[config.mk]
export PLATFORM = sky130hd
export DESIGN_NAME = fir_stream_driver_flat
export DESIGN_NICKNAME = d
export VERILOG_FILES = /design/src/rtl/fir_stream_driver_if.sv /design/src/rtl/fir_stream_driver.sv /design/src/flat_wrapper.sv
export SDC_FILE = /design/constraint.sdc
export NUM_CORES = 1
export LEC_CHECK = 0
export CAP_MARGIN = 20
export CORE_UTILIZATION = 48
export DETAILED_ROUTE_END_ITERATION = 6
export PLACE_DENSITY = 0.78
export SYNTH_ARGS = -nofsm -noshare
export SYNTH_HDL_FRONTEND = slang
export SYNTH_SLANG_ARGS = --single-unit
[constraint.sdc]
create_clock -name clk -period 4.4 [get_ports clk]
set_clock_uncertainty 0.2 [all_clocks]
set_input_delay 1.1 -clock clk [delete_from_list [all_inputs] [get_ports clk]]
set_output_delay 1.1 -clock clk [all_outputs]
set_load 0.02 [all_outputs]
[src/rtl/fir_stream_driver_if.sv]
// Stream-side signals of the FIR driver: upstream sample handshake and FIR sample/coefficient port.
// The master modport is the driver itself; slave is the environment (sample source and FIR).
interface fir_stream_driver_if;
    logic [5:0] smp_data;
    logic       smp_valid;
    logic       smp_ready;
    logic [5:0] fir_tdata;
    logic       fir_tvalid;
    logic       fir_set_coeffs;
    logic       fir_tready;

    modport master (
        input  smp_data,
        input  smp_valid,
        input  fir_tready,
        output smp_ready,
        output fir_tdata,
        output fir_tvalid,
        output fir_set_coeffs
    );

    modport slave (
        output smp_data,
        output smp_valid,
        output fir_tready,
        input  smp_ready,
        input  fir_tdata,
        input  fir_tvalid,
        input  fir_set_coeffs
    );
endinterface

[src/rtl/fir_stream_driver.sv]
// Transmit-side driver for the 8-tap FIR: serialises a captured coefficient set into a
// 3-word load sequence and streams buffered 6-bit samples with a valid/ready handshake.
module fir_stream_driver #(
    parameter int unsigned FIFO_DEPTH = 8,
    parameter int unsigned GAP_CYCLES = 2
) (
    input  logic                               clk,
    input  logic                               reset,
    input  logic [15:0]                        cfg_taps,
    input  logic                               cfg_load,
    output logic                               cfg_busy,
    output logic [$clog2(FIFO_DEPTH+1)-1:0]    fifo_level,
    fir_stream_driver_if.master                bus
);

    localparam int unsigned AW = $clog2(FIFO_DEPTH);
    localparam int unsigned LW = $clog2(FIFO_DEPTH + 1);
    localparam int unsigned GW = (GAP_CYCLES > 1) ? $clog2(GAP_CYCLES) : 1;

    typedef enum logic [2:0] {
        ST_STREAM,
        ST_LOAD0,
        ST_LOAD1,
        ST_LOAD2,
        ST_GAP
    } state_e;

    state_e          state_q, state_d;
    logic [15:0]     taps_q, taps_d;
    logic [GW-1:0]   gap_q, gap_d;
    logic            set_q, set_d;
    logic [5:0]      word_q, word_d;
    logic            busy_q, busy_d;

    logic [AW-1:0]   rd_q, rd_d;
    logic [AW-1:0]   wr_q, wr_d;
    logic [LW-1:0]   cnt_q, cnt_d;
    logic            full_q, full_d;
    logic [5:0]      mem_q [FIFO_DEPTH];

    logic            stream_valid;
    logic            push;
    logic            pop;

    // Load word and strobe are produced one state ahead so they leave straight from flops.
    always_comb begin
        state_d = state_q;
        taps_d  = taps_q;
        gap_d   = gap_q;
        set_d   = 1'b0;
        word_d  = '0;
        case (state_q)
            ST_STREAM: begin
                if (cfg_load) begin
                    state_d = ST_LOAD0;
                    taps_d  = cfg_taps;
                    set_d   = 1'b1;
                    word_d  = {cfg_taps[13:12], cfg_taps[15:14], 2'b00};
                end
            end
            ST_LOAD0: begin
                state_d = ST_LOAD1;
                set_d   = 1'b1;
                word_d  = {taps_q[7:6], taps_q[9:8], taps_q[11:10]};
            end
            ST_LOAD1: begin
                state_d = ST_LOAD2;
                set_d   = 1'b1;
                word_d  = {taps_q[1:0], taps_q[3:2], taps_q[5:4]};
            end
            ST_LOAD2: begin
                if (GAP_CYCLES == 0) begin
                    state_d = ST_STREAM;
                end else begin
                    state_d = ST_GAP;
                    gap_d   = GW'(GAP_CYCLES - 1);
                end
            end
            ST_GAP: begin
                if (gap_q == '0) begin
                    state_d = ST_STREAM;
                end else begin
                    gap_d = gap_q - GW'(1);
                end
            end
            default: state_d = ST_STREAM;
        endcase
        busy_d = (state_d != ST_STREAM);
    end

    assign stream_valid = (state_q == ST_STREAM) && (cnt_q != '0);
    // A load request wins over the handshake in the same cycle, so the head stays queued.
    assign pop  = stream_valid && bus.fir_tready && !cfg_load;
    assign push = bus.smp_valid && !full_q;

    always_comb begin
        rd_d  = rd_q;
        wr_d  = wr_q;
        cnt_d = cnt_q;
        if (pop) begin
            rd_d = rd_q + AW'(1);
        end
        if (push) begin
            wr_d = wr_q + AW'(1);
        end
        case ({push, pop})
            2'b10:   cnt_d = cnt_q + LW'(1);
            2'b01:   cnt_d = cnt_q - LW'(1);
            default: cnt_d = cnt_q;
        endcase
        full_d = (cnt_d == LW'(FIFO_DEPTH));
    end

    always_ff @(posedge clk or negedge reset) begin
        if (!reset) begin
            state_q <= ST_STREAM;
            taps_q  <= '0;
            gap_q   <= '0;
            set_q   <= 1'b0;
            word_q  <= '0;
            busy_q  <= 1'b0;
            rd_q    <= '0;
            wr_q    <= '0;
            cnt_q   <= '0;
            full_q  <= 1'b0;
        end else begin
            state_q <= state_d;
            taps_q  <= taps_d;
            gap_q   <= gap_d;
            set_q   <= set_d;
            word_q  <= word_d;
            busy_q  <= busy_d;
            rd_q    <= rd_d;
            wr_q    <= wr_d;
            cnt_q   <= cnt_d;
            full_q  <= full_d;
        end
    end

    always_ff @(posedge clk) begin
        if (push) begin
            mem_q[wr_q] <= bus.smp_data;
        end
    end

    assign bus.fir_set_coeffs = set_q;
    assign bus.fir_tvalid     = stream_valid;
    assign bus.fir_tdata      = set_q ? word_q : (stream_valid ? mem_q[rd_q] : '0);
    assign bus.smp_ready      = !full_q;
    assign cfg_busy           = busy_q;
    assign fifo_level         = cnt_q;

endmodule
[src/flat_wrapper.sv]
// flat-port wrapper written by rule: the top's interface ports become plain ports
module fir_stream_driver_flat 
#(
    parameter int unsigned FIFO_DEPTH = 8,
    parameter int unsigned GAP_CYCLES = 2
)
  (clk, reset, cfg_taps, cfg_load, cfg_busy, fifo_level, bus_smp_data, bus_smp_valid, bus_fir_tready, bus_smp_ready, bus_fir_tdata, bus_fir_tvalid, bus_fir_set_coeffs);
  fir_stream_driver_if bus_i ();
  input  logic clk;
  input  logic reset;
  input  logic [15:0] cfg_taps;
  input  logic cfg_load;
  output logic cfg_busy;
  output logic [$clog2(FIFO_DEPTH+1)-1:0] fifo_level;
  input wire logic [$bits(bus_i.smp_data)-1:0] bus_smp_data;
  input wire logic [$bits(bus_i.smp_valid)-1:0] bus_smp_valid;
  input wire logic [$bits(bus_i.fir_tready)-1:0] bus_fir_tready;
  output wire logic [$bits(bus_i.smp_ready)-1:0] bus_smp_ready;
  output wire logic [$bits(bus_i.fir_tdata)-1:0] bus_fir_tdata;
  output wire logic [$bits(bus_i.fir_tvalid)-1:0] bus_fir_tvalid;
  output wire logic [$bits(bus_i.fir_set_coeffs)-1:0] bus_fir_set_coeffs;
  assign bus_i.smp_data = bus_smp_data;
  assign bus_i.smp_valid = bus_smp_valid;
  assign bus_i.fir_tready = bus_fir_tready;
  assign bus_smp_ready = bus_i.smp_ready;
  assign bus_fir_tdata = bus_i.fir_tdata;
  assign bus_fir_tvalid = bus_i.fir_tvalid;
  assign bus_fir_set_coeffs = bus_i.fir_set_coeffs;
  fir_stream_driver #(.FIFO_DEPTH(FIFO_DEPTH), .GAP_CYCLES(GAP_CYCLES)) u_core (.clk(clk), .reset(reset), .cfg_taps(cfg_taps), .cfg_load(cfg_load), .cfg_busy(cfg_busy), .fifo_level(fifo_level), .bus(bus_i));
endmodule
# [After elaboration in Yosys (flattened, before gate mapping)]
# Memory sizes are Yosys's and may differ from the RTL's.
# Index checks and enable logic that the tools add are counted.
[totals] elab_cells=49 mem_count=1 inputBits=27 ramBits=48 register_bits=35 output_inout_bits=14
[mem_list] memory="u_core.mem_q" depth=8 word_bits=6 rd=1 rd_clocked_by_memory_dff=0 wr=1 line="fir_stream_driver.sv:39" rtl="logic [5:0] mem_q [FIFO_DEPTH];"
[op_classes] n_addsub=5 n_reduce_logical=12 muxes=14 eq_ne=7
[op_table] op="$mux W6" n=3
[op_table] op="$pmux W6 S3" n=1
[op_table] op="$pmux W3 S5" n=1
[op_table] op="$pmux W4 S2" n=1
[op_table] op="$add A3 B1 Y3 const B" n=2
[op_table] op="$eq A3 B2 Y1 const B" n=2
[op_table] op="$mux W3" n=2
[op_table] op="$add A4 B1 Y4 const B" n=1
[op_table] op="$eq A4 B4 Y1 const B" n=1
[op_table] op="$logic_and A1 B1 Y1" n=4
[op_table] op="$mux W1" n=4
[op_table] op="$pmux W1 S2" n=2
[op_table] op="$reduce_bool A4 Y1" n=1
[op_table] op="$sub A4 B1 Y4 const B" n=1
[op_table] op="$eq A3 B1 Y1 const B" n=1
[op_table] op="$eq A3 B3 Y1 const B" n=1
[op_table] op="$logic_not A3 Y1" n=1
[op_table] op="$reduce_bool A3 Y1" n=1
[op_table] op="$eq A2 B1 Y1 const B" n=1
[op_table] op="$eq A2 B2 Y1 const B" n=1
[op_table] op="$logic_not A1 Y1" n=2
[op_table] op="$reduce_and A2 Y1" n=1
[op_table] op="$reduce_bool A2 Y1" n=1
[op_table] op="$reduce_or A2 Y1" n=1
[op_table] op="$sub A1 B1 Y1 const B" n=1

# [Depth between registers and ports, before layout]
# Gate-level depths: netlist of the first run.
[logic_depth] depth_word=7 depth_mapped=10 depth_no_buf=9

# [Worst setup path after synthesis of the first run]
# No wires, ideal clock.
[synth_timing] path_type="reg-to-output" start="reg u_core.rd_q[0]" end="out bus_fir_tdata[0]" t_required_ps=3100 n_path_buf=1 path_slack_ps=1297 stages_incl_launch_ff=5 arrival_ps=1803 cell_sequence="dfrtp_1 > buf_2 > mux4_2 > mux2_2 > a22o_1"
[synth_via] elab_chain_len=3
[synth_lines] item="start: declaration" line="fir_stream_driver.sv:35" rtl="logic [AW-1:0] rd_q, rd_d;"
[synth_lines] item="start signal: assignment" line="fir_stream_driver.sv:133" rtl="rd_q <= rd_d;"
[synth_lines] item="$mem_v2 Z8 W6"
[synth_lines] item="$mux W6 (2 in a row)" line="fir_stream_driver.sv:148" rtl="assign bus.fir_tdata = set_q ? word_q : (stream_valid ? mem_q[rd_q] : '0);"
[synth_lines] item="end: declaration" line="flat_wrapper.sv:19" rtl="output wire logic [$bits(bus_i.fir_tdata)-1:0] bus_fir_tdata;"
# No other way between the ends.

# [Worst setup path in the final report of the first run]
[layout_timing] start="reg u_core.state_q[2]" end="out bus_fir_tdata[3]"
[layout_via] elab_chain_len=4
[layout_lines] item="start: declaration" line="fir_stream_driver.sv:28" rtl="state_e state_q, state_d;"
[layout_lines] item="start signal: assignment" line="fir_stream_driver.sv:127" rtl="state_q <= state_d;"
[layout_lines] item="$logic_not A3 Y1" line="fir_stream_driver.sv:91" rtl="assign stream_valid = (state_q == ST_STREAM) && (cnt_q != '0);"
[layout_lines] item="$logic_and A1 B1 Y1" line="fir_stream_driver.sv:91"
[layout_lines] item="$mux W6 (2 in a row)" line="fir_stream_driver.sv:148"
# No other way between the ends.

==> results of run 1 <==
-- metrics by stage --
stage	hold WS [ns]	worst slack, ns
5_1_grt	0.314	0.0583
3_5_place_dp	0.275	0.622
4_1_cts	0.292	0.224
3_3_place_gp	0.275	0.711
2_1_floorplan	0.262	1.30
6_report	0.293	0.221
-- where the power goes --
part           leakage, nW  switching, mW  internal [mW]
Sequential           0.858          0.196           1.05
Clock               0.0957          0.256          0.239
Combinational        0.628          0.499          0.575
-- layout by cell type (no fill, tap or decap), types with 4 or more instances in the layout --
cell type         n
mux4_2           12
nor3_1            6
nand2_1          10
buf_4             9
dfrtp_1          35
xor2_1            4
edfxtp_1         48
clkdlybuf4s50_1  40
inv_1             9
ha_1              4
nor2_1            7
clkbuf_8          9
a22o_1            8
mux2_2           20
a222oi_1          4
-- registers in the layout, summed over array words and instances, names as in the netlist --
signal and flops:
u_core.wr_q 3, u_core.fifo_level 4, u_core.state_q 3, u_core.mem_q 48, u_core.taps_q 12, u_core.gap_q 1
u_core.bus.fir_set_coeffs 1, u_core.cfg_busy 1, u_core.full_q 1, u_core.rd_q 3, u_core.word_q 6
-- final cells by class --
| cell class | instances | area [um^2] | area share |
|---|---|---|---|
| flip-flops and latches | 83 | 2320 | 0.550 |
| multi-input cells | 115 | 1100 | 0.260 |
| repair buffers | 49 | 468 | 0.111 |
| clock buffers | 12 | 156 | 0.0371 |
| well taps | 96 | 120 | 0.0285 |
| inverters | 9 | 33.8 | 0.00801 |
| clock inverters | 4 | 23.8 | 0.00564 |
-- metal layers --
metal  part of all wire  track usage  vias to the layer above
met5                  0            0                        -
met4              0.019       0.0775                        0
met2               0.51        0.301                       50
met3              0.040       0.0607                       13
met1               0.43        0.250                     1006
li1                   -            -                      928
-- cells by family after synthesis --
group,Yosys count,share of synthesized area
AOI/OAI and AO/OA,24,0.0566
and+or+nand+nor,45,0.0730
buffers and inverters,16,0.0233
muxes,34,0.148
DFF,83,0.663
adders and majority gates,4,0.0143
xor gates and xnor gates,8,0.0222
-- worst min path at each step --
| stage | slack, ns | end | cells past startpoint | start |
|---|---|---|---|---|
| after floorplan | 0.26 | u_core.word_q[0] | 1 | u_core.taps_q[10] |
| after global placement | 0.28 | u_core.word_q[1] | 1 | u_core.taps_q[11] |
| after detailed placement | 0.28 | u_core.word_q[1] | 1 | u_core.taps_q[11] |
| after CTS | 0.29 | u_core.word_q[1] | 1 | u_core.taps_q[11] |
| after global routing | 0.31 | u_core.word_q[1] | 1 | u_core.taps_q[11] |
| final | 0.29 | u_core.word_q[1] | 1 | u_core.taps_q[11] |
==> impl_metrics.yaml, run 1 <==
floorplanning:
  die_y_um: 87.3
  initial_core_util: 0.506
  dieArea_mm2: 0.00763
  rows: 30
  core_area_mm2: 0.00691
  ios: 41
  die_x_um: 87.3
placed_design:
  io_buffer_count: 40
  gp_congestion: 0.692
  dpl.cell_count: 352
  placed_cell_area_mm2: 0.00404
  post-dp-hpwl_um: 4400
yosys:
  netlist.area_leader.share: 0.412
  ys_seq_area_frac: 0.663
  ys_async_sr_fraction: 0.422
  syn_area_mm2: 0.00349
  synth.largest_area_cell: "edfxtp_1"
  synthesis.nets: 245
  ys_ff_latch: 83
  postSynthCellCount: 214
  synth_cell_types: 41
  synthTopCellsByCount: "edfxtp_1 (48), dfrtp_1 (35), mux2_2 (20)"
  avgSynthCellArea_um2: 16.3
  synth_most_common_cell: "edfxtp_1"
  ys.flop_type: "edfxtp_1"
  synth-edff-count: 48
  synthTopCellsByArea: "edfxtp_1 (41%), dfrtp_1 (25%), mux4_2 (7.7%), mux2_2 (6.4%), a22o_1 (2.0%)"
  yosys_warnings: 0
clock_tree:
  cts_resized: 0
  clk_latency_ns: 0.35
  cts_tree: "built"
  clk_pin_slew_ns: 0.08
  post-cts-setup-buffers: 0
  clkSinkCount: 83
  cts_hold_buf: 0
  cts_buffers: 9
  ctsHtreeMaxLevel: 3
  root_buffer: "clkbuf_8"
  clockBufferDepth: 2
run_status:
  run_status: "completed"
route:
  ant_nets: 0
  route.detailed.drc: 0
  num_vias: 1997
  routed_wl_um: 6360
  dr.pass1.iters: 4
  avgRoutedWirePerCell_um: 17.3
  dr.first_iter.drc_count: 104
  viasPerCell: 5.43
grt:
  grt.overflow.total: 0
  grt_pass1_vias: 2038
  grt_pass1_wl_um: 10300
  grt_usage: 0.192
  grt_antenna_before_repair: 0
  grt_max_degree: 36
timing:
  tightestPinTransition_ns: 0.998
  setup_tns_ns: 0
  rsz0062_at_grt: "no"
  finalCritPeriodShare: 0.950
  setup_viol: 0
  hold_violations: 0
  slew_violations: 0
  period_minus_slack_ns: 4.18
  max_slew_margin: 0.333
  max_freq_mhz: 239
worst_setup_path:
  cp.depth: 5
  critPathLaunchType: "flop"
  r2r_setup_slack_ns: 1.48
  startpoint: "u_core.state_q[2]"
  cp.arrival_ns: 2.88
  worstPathMaxFanout: 7
  crit_end: "bus_fir_tdata[3]"
  cp_data_required_time_ns: 3.10
  rr_worst_depth: 8
  crit_family: "simple AND/OR/NAND/NOR gates"
  crit_type: "flop to output port"
  crit_chain: "or3_1 > or2_2 > nor2_1 > a22o_1 > clkdlybuf4s50_1"
  worstSetupEndpointType: "output port"
  critPathBufInv: 1
  regToRegStartpoint: "u_core.state_q[2]"
  slowest_stage: "clkdlybuf4s50_1"
  max_stage_delay_ns: 0.60
  timing.rr.end: "u_core.full_q"
power:
  p_per_area_mw_per_mm2: 668
  total_power_mw: 2.81
  p_leak_nw: 1.58
  peakVddDrop_mv: 0.440
final_layout:
  fin_nets: 298
  diodes: 0
  fill_cells: 537
  fin_cells: 368
  drive_gt1_frac: 0.239
  area_delta_synth_final_pct: 20.6
  final_core_util: 0.610
  design_area_mm2: 0.00422
min_path:
  hold_class: "flop to flop"
flow_run:
  maxCapViolations: 0
Note: power is estimated with default switching activity, not from simulation.
==> run 2, diff against run 1 <==
clock period = 4 ns   (was 4.4 ns; I/O delays follow)
==> run 2 against run 1 <==
  * Sequential cell count stayed put
  * Total power is 12% higher
  * Worst hold slack better by 0.021 ns
  * Critical path depth stayed put
  * Core utilization is 0.58 points higher
  * Register-to-register slack worse by 0.43 ns
==> impl_metrics.yaml, run 2 (synthesized netlist as in run 1, its figures left out) <==
run_status:
  run_status: "completed"
power:
  p_leak_nw: 1.59
  p_comb_frac: 0.372
  p_per_area_mw_per_mm2: 744
  pwr-share-clk: 0.196
  peakVddDrop_mv: 0.513
  switchingPower_mw: 1.07
  p_int_mw: 2.09
  swShare: 0.339
  seqPwrFrac: 0.433
timing:
  hold_violations: 0
  max_freq_mhz: 262
  finalCritPeriodShare: 0.955
  period_minus_slack_ns: 3.82
  rsz0062_at_grt: "no"
  max_slew_margin: 0.341
  layout_setup_ws_ns: 0.181
  slew_violations: 0
  tightestPinTransition_ns: 0.987
  setup_tns_ns: 0
  setup_viol: 0
  holdWs_ns: 0.314
final_layout:
  reg_top3: "u_core.mem_q x48, u_core.taps_q x12, u_core.word_q x6"
  largest_reg_flops: 48
  fin_cells: 368
  final_common_cell: "edfxtp_1"
  largest_register: "u_core.mem_q"
  area_delta_synth_final_pct: 21.8
  drive_gt1_frac: 0.250
  layout_common_cells: "edfxtp_1 (48), clkdlybuf4s50_1 (40), dfrtp_1 (35)"
  diodes: 0
  fin_nets: 298
worst_setup_path:
  crit_type: "flop to output port"
  critPathLaunchType: "flop"
  cp_data_required_time_ns: 2.80
  cp.arrival_ns: 2.62
  worstPathMaxFanout: 7
  crit_chain: "or3_1 > or2_2 > nor2_4 > a22o_1 > clkdlybuf4s50_1"
  timing.rr.end: "u_core.full_q"
  rr_worst_depth: 8
  regToRegStartpoint: "u_core.state_q[2]"
  critPathBufInv: 1
  cp.depth: 5
  slowest_stage: "clkdlybuf4s50_1"
  max_stage_delay_ns: 0.59
  crit_family: "simple AND/OR/NAND/NOR gates"
  r2r_setup_slack_ns: 1.05
  worstSetupEndpointType: "output port"
placed_design:
  pre_cts_ws_ns: 0.341
  gp_congestion: 0.752
  io_buffer_count: 40
  dpl.cell_count: 352
  post-dp-hpwl_um: 4120
floorplanning:
  dieArea_mm2: 0.00763
  die_x_um: 87.3
  initial_core_util: 0.506
  rows: 30
  die_y_um: 87.3
  core_area_mm2: 0.00691
  ios: 41
route:
  dr.pass1.iters: 4
  num_vias: 2006
  viasPerCell: 5.45
  ant_nets: 0
  dr.first_iter.drc_count: 134
  routed_wl_um: 6220
  avgRoutedWirePerCell_um: 16.9
  route.detailed.drc: 0
flow_run:
  maxCapViolations: 0
grt:
  grt_antenna_before_repair: 0
  grt_max_degree: 36
  grt_pass1_vias: 2047
  grt_pass1_wl_um: 9980
  grt.overflow.total: 0
  grt_usage: 0.185
clock_tree:
  clkSinkCount: 83
  cts_tree: "built"
  clockBufferDepth: 2
  root_buffer: "clkbuf_8"
  clk_latency_ns: 0.36
  ctsHtreeMaxLevel: 3
  cts_hold_buf: 0
  clk_pin_slew_ns: 0.09
  cts_buffers: 9
min_path:
  hold_depth: 1
  hold_class: "flop to flop"
  hp-start: "u_core.taps_q[11]"
  hold_path_end: "u_core.word_q[1]"
## run 2: power groups by stage
| stage | clock, mW | combinational (mW) | sequential (mW) |
|---|---|---|---|
| after floorplan | 0 | 0.817 | 1.35 |
| after global routing | 0.666 | 1.29 | 1.40 |
| final | 0.619 | 1.18 | 1.37 |
| after global placement | 0 | 1.15 | 1.37 |
| after CTS | 0.632 | 1.19 | 1.37 |
| after detailed placement | 0 | 1.18 | 1.38 |
## run 2: through the flow
stage / utilization / cell area (um^2) / power (mW)
finish: 0.616 / 4260 / 3.16
global route: 0.616 / 4260 / 3.36
CTS: 0.615 / 4250 / 3.19
detailed placement: 0.584 / 4040 / 2.56
global placement: 0.584 / 4040 / 2.52
floorplan: - / 3490 / 2.16
## run 2: layout make-up
cell class / count / area [um^2]
Inverter: 9 / 33.8
Multi-Input combinational cell: 115 / 1100
Tap cell: 96 / 120
Clock inverter: 5 / 38.8
Fill cell: 524 / 2650
Clock buffer: 11 / 174
Timing Repair Buffer: 49 / 468
Sequential cell: 83 / 2320
## run 2: how the worst max path moves through the flow
stage                            from          endpoint  slack, ns
detailed placement  u_core.state_q[2]  bus_fir_tdata[3]       0.34
global route        u_core.state_q[2]  bus_fir_tdata[2]       0.05
finish              u_core.state_q[2]  bus_fir_tdata[3]       0.18
global placement    u_core.state_q[2]  bus_fir_tdata[2]       0.40
floorplan              u_core.rd_q[0]  bus_fir_tdata[0]        1.0
CTS                 u_core.state_q[2]  bus_fir_tdata[3]       0.08
## run 2: timing repair
item,4_1_cts,5_1_grt
setup endpoints to repair,6,6
resized for setup,1,1
setup buffers,0,0
## run 2: worst reg2reg max path, stage by stage, from the launching register on
cell      delay, ns
dfrtp_1        0.44
or3_1          0.51
or2_2          0.38
nor2_2         0.25
ha_1           0.26
o311a_1        0.20
a31oi_1        0.06
o32a_1         0.36
a211oi_2       0.21
## run 2: routing by layer
layer	GRT usage	vias to the layer above	routed length, um
li1	-	933	-
met1	0.241	1003	2670
met2	0.291	60	3090
met3	0.0427	10	332
met4	0.0954	0	128
met5	0	-	0
==> run 3, diff against run 2 <==
PLACE_DENSITY = 0.8   (was 0.78)
==> run 3 against run 2 <==
  * Sequential cell count unchanged
  * Sequential share of layout area is 0.080 points lower
  * Worst setup slack better by 0.0031 ns
  * Die area is the same
  * Cell count unchanged
  * First-iteration DRC count unchanged
  * Combinational power about the same
  * Total power increased by 0.77%
  * Count of clock-buffer cells in the layout is 1 higher
  * Sequential power about the same
  * Register-to-register slack worse by 0.02 ns
  * Critical path type unchanged
==> impl_metrics.yaml, run 3 (synthesized netlist as in run 1, its figures left out) <==
clock_tree:
  ctsHtreeMaxLevel: 3
  cts_tree: "built"
  clk_latency_ns: 0.35
  root_buffer: "clkbuf_8"
  cts_hold_buf: 0
  clk_pin_slew_ns: 0.09
  clockBufferDepth: 2
  cts_buffers: 9
  clkSinkCount: 83
  post-cts-setup-buffers: 0
final_layout:
  layout_common_cells: "edfxtp_1 (48), clkdlybuf4s50_1 (40), dfrtp_1 (35)"
  fin_nets: 298
  area_delta_synth_final_pct: 21.9
  fill_cells: 530
  register_area_mm2: 0.00232
  design_area_mm2: 0.00426
  reg_top3: "u_core.mem_q x48, u_core.taps_q x12, u_core.word_q x6"
  largest_reg_flops: 48
  final_common_cell: "edfxtp_1"
  multiInputGateArea_mm2: 0.00110
  diodes: 0
  drive_gt1_frac: 0.246
  largest_register: "u_core.mem_q"
grt:
  grt_pass1_wl_um: 10300
  grt_antenna_before_repair: 0
  grt_max_degree: 36
  grt.overflow.total: 0
  grt_pass1_vias: 1993
  grt_usage: 0.191
worst_setup_path:
  startpoint: "u_core.state_q[0]"
  timing.rr.end: "u_core.full_q"
  crit_type: "flop to output port"
  cp.arrival_ns: 2.62
  critPathLaunchType: "flop"
  crit_end: "bus_fir_tdata[2]"
  crit_family: "simple AND/OR/NAND/NOR gates"
  rr_worst_depth: 8
  worstPathMaxFanout: 8
  cp.depth: 5
  crit_chain: "or3_1 > or2_2 > nor2_4 > a22o_1 > clkdlybuf4s50_1"
  max_stage_delay_ns: 0.61
  regToRegStartpoint: "u_core.state_q[0]"
  worstSetupEndpointType: "output port"
  r2r_setup_slack_ns: 1.03
  slowest_stage: "clkdlybuf4s50_1"
  cp_data_required_time_ns: 2.80
  critPathBufInv: 1
run_status:
  run_status: "completed"
floorplanning:
  dieArea_mm2: 0.00763
  ios: 41
  die_x_um: 87.3
  core_area_mm2: 0.00691
  initial_core_util: 0.506
  rows: 30
  die_y_um: 87.3
power:
  p_per_area_mw_per_mm2: 748
  p_leak_nw: 1.60
  peakVddDrop_mv: 0.524
route:
  route.detailed.drc: 0
  num_vias: 1982
  routed_wl_um: 6350
  dr.pass1.iters: 5
  avgRoutedWirePerCell_um: 17.2
  ant_nets: 0
  viasPerCell: 5.39
  dr.first_iter.drc_count: 134
min_path:
  hold_class: "flop to flop"
timing:
  hold_violations: 0
  slew_violations: 0
  max_slew_margin: 0.403
  max_freq_mhz: 262
  tightestPinTransition_ns: 0.894
  rsz0062_at_grt: "no"
  setup_viol: 0
  period_minus_slack_ns: 3.82
  setup_tns_ns: 0
  layout_setup_ws_ns: 0.184
  finalCritPeriodShare: 0.954
placed_design:
  pre_cts_ws_ns: 0.336
  placed_cell_area_mm2: 0.00404
  post-dp-hpwl_um: 4340
  gp_congestion: 0.861
  io_buffer_count: 40
flow_run:
  maxCapViolations: 0
## run 3: layer usage
layer  part of all wire  up-vias  track usage
met5                  0        -            0
met1               0.45      991        0.258
met3              0.045       10       0.0673
met2               0.49       45        0.289
met4              0.017        0       0.0641
li1                   -      936            -
## run 3: final cells by class
| class | instances | share of cell area |
|---|---|---|
| timing repair buffer | 49 | 0.110 |
| sequential | 83 | 0.544 |
| clock buffer | 12 | 0.0390 |
| multi-input combinational | 115 | 0.259 |
| clock inverter | 4 | 0.0123 |
| tap | 96 | 0.0282 |
| inverter | 9 | 0.00793 |
## run 3: worst reg2reg max path, stage by stage, from the launching register on
cell	delay, ns
dfrtp_1	0.46
or3_1	0.49
or2_2	0.37
nor2_2	0.24
ha_1	0.26
o311a_1	0.21
a31oi_1	0.07
o32a_1	0.36
a211oi_2	0.23
## run 3: worst min-delay path by stage
stage | startpoint | slack (ns) | cells past startpoint | endpoint
global route | u_core.taps_q[8] | 0.34 | 1 | u_core.taps_q[8]
CTS | u_core.taps_q[8] | 0.31 | 2 | u_core.word_q[2]
floorplan | u_core.taps_q[10] | 0.26 | 1 | u_core.word_q[0]
detailed placement | u_core.taps_q[10] | 0.29 | 1 | u_core.word_q[0]
finish | u_core.taps_q[8] | 0.31 | 2 | u_core.word_q[2]
global placement | u_core.taps_q[11] | 0.27 | 1 | u_core.word_q[1]
## run 3: stage by stage
step	utilization	hold WS, ns	power, mW	cells
floorplan	-	0.262	2.16	214
global placement	0.584	0.274	2.52	352
detailed placement	0.584	0.287	2.57	352
CTS	0.616	0.313	3.21	368
global route	0.617	0.336	3.39	368
finish	0.617	0.311	3.19	368
## run 3: timing repair
action                     CTS  global route
setup endpoints to repair    6             3
resized for setup            1             1
hold endpoints to repair     0             0
## run 3: power breakdown
group          total (mW)  switching, mW  internal (mW)  leakage (nW)
Combinational        1.18          0.549          0.630         0.629
Sequential           1.37          0.216           1.15         0.858
Clock               0.639          0.292          0.346         0.109
Total                3.19           1.06           2.13          1.60
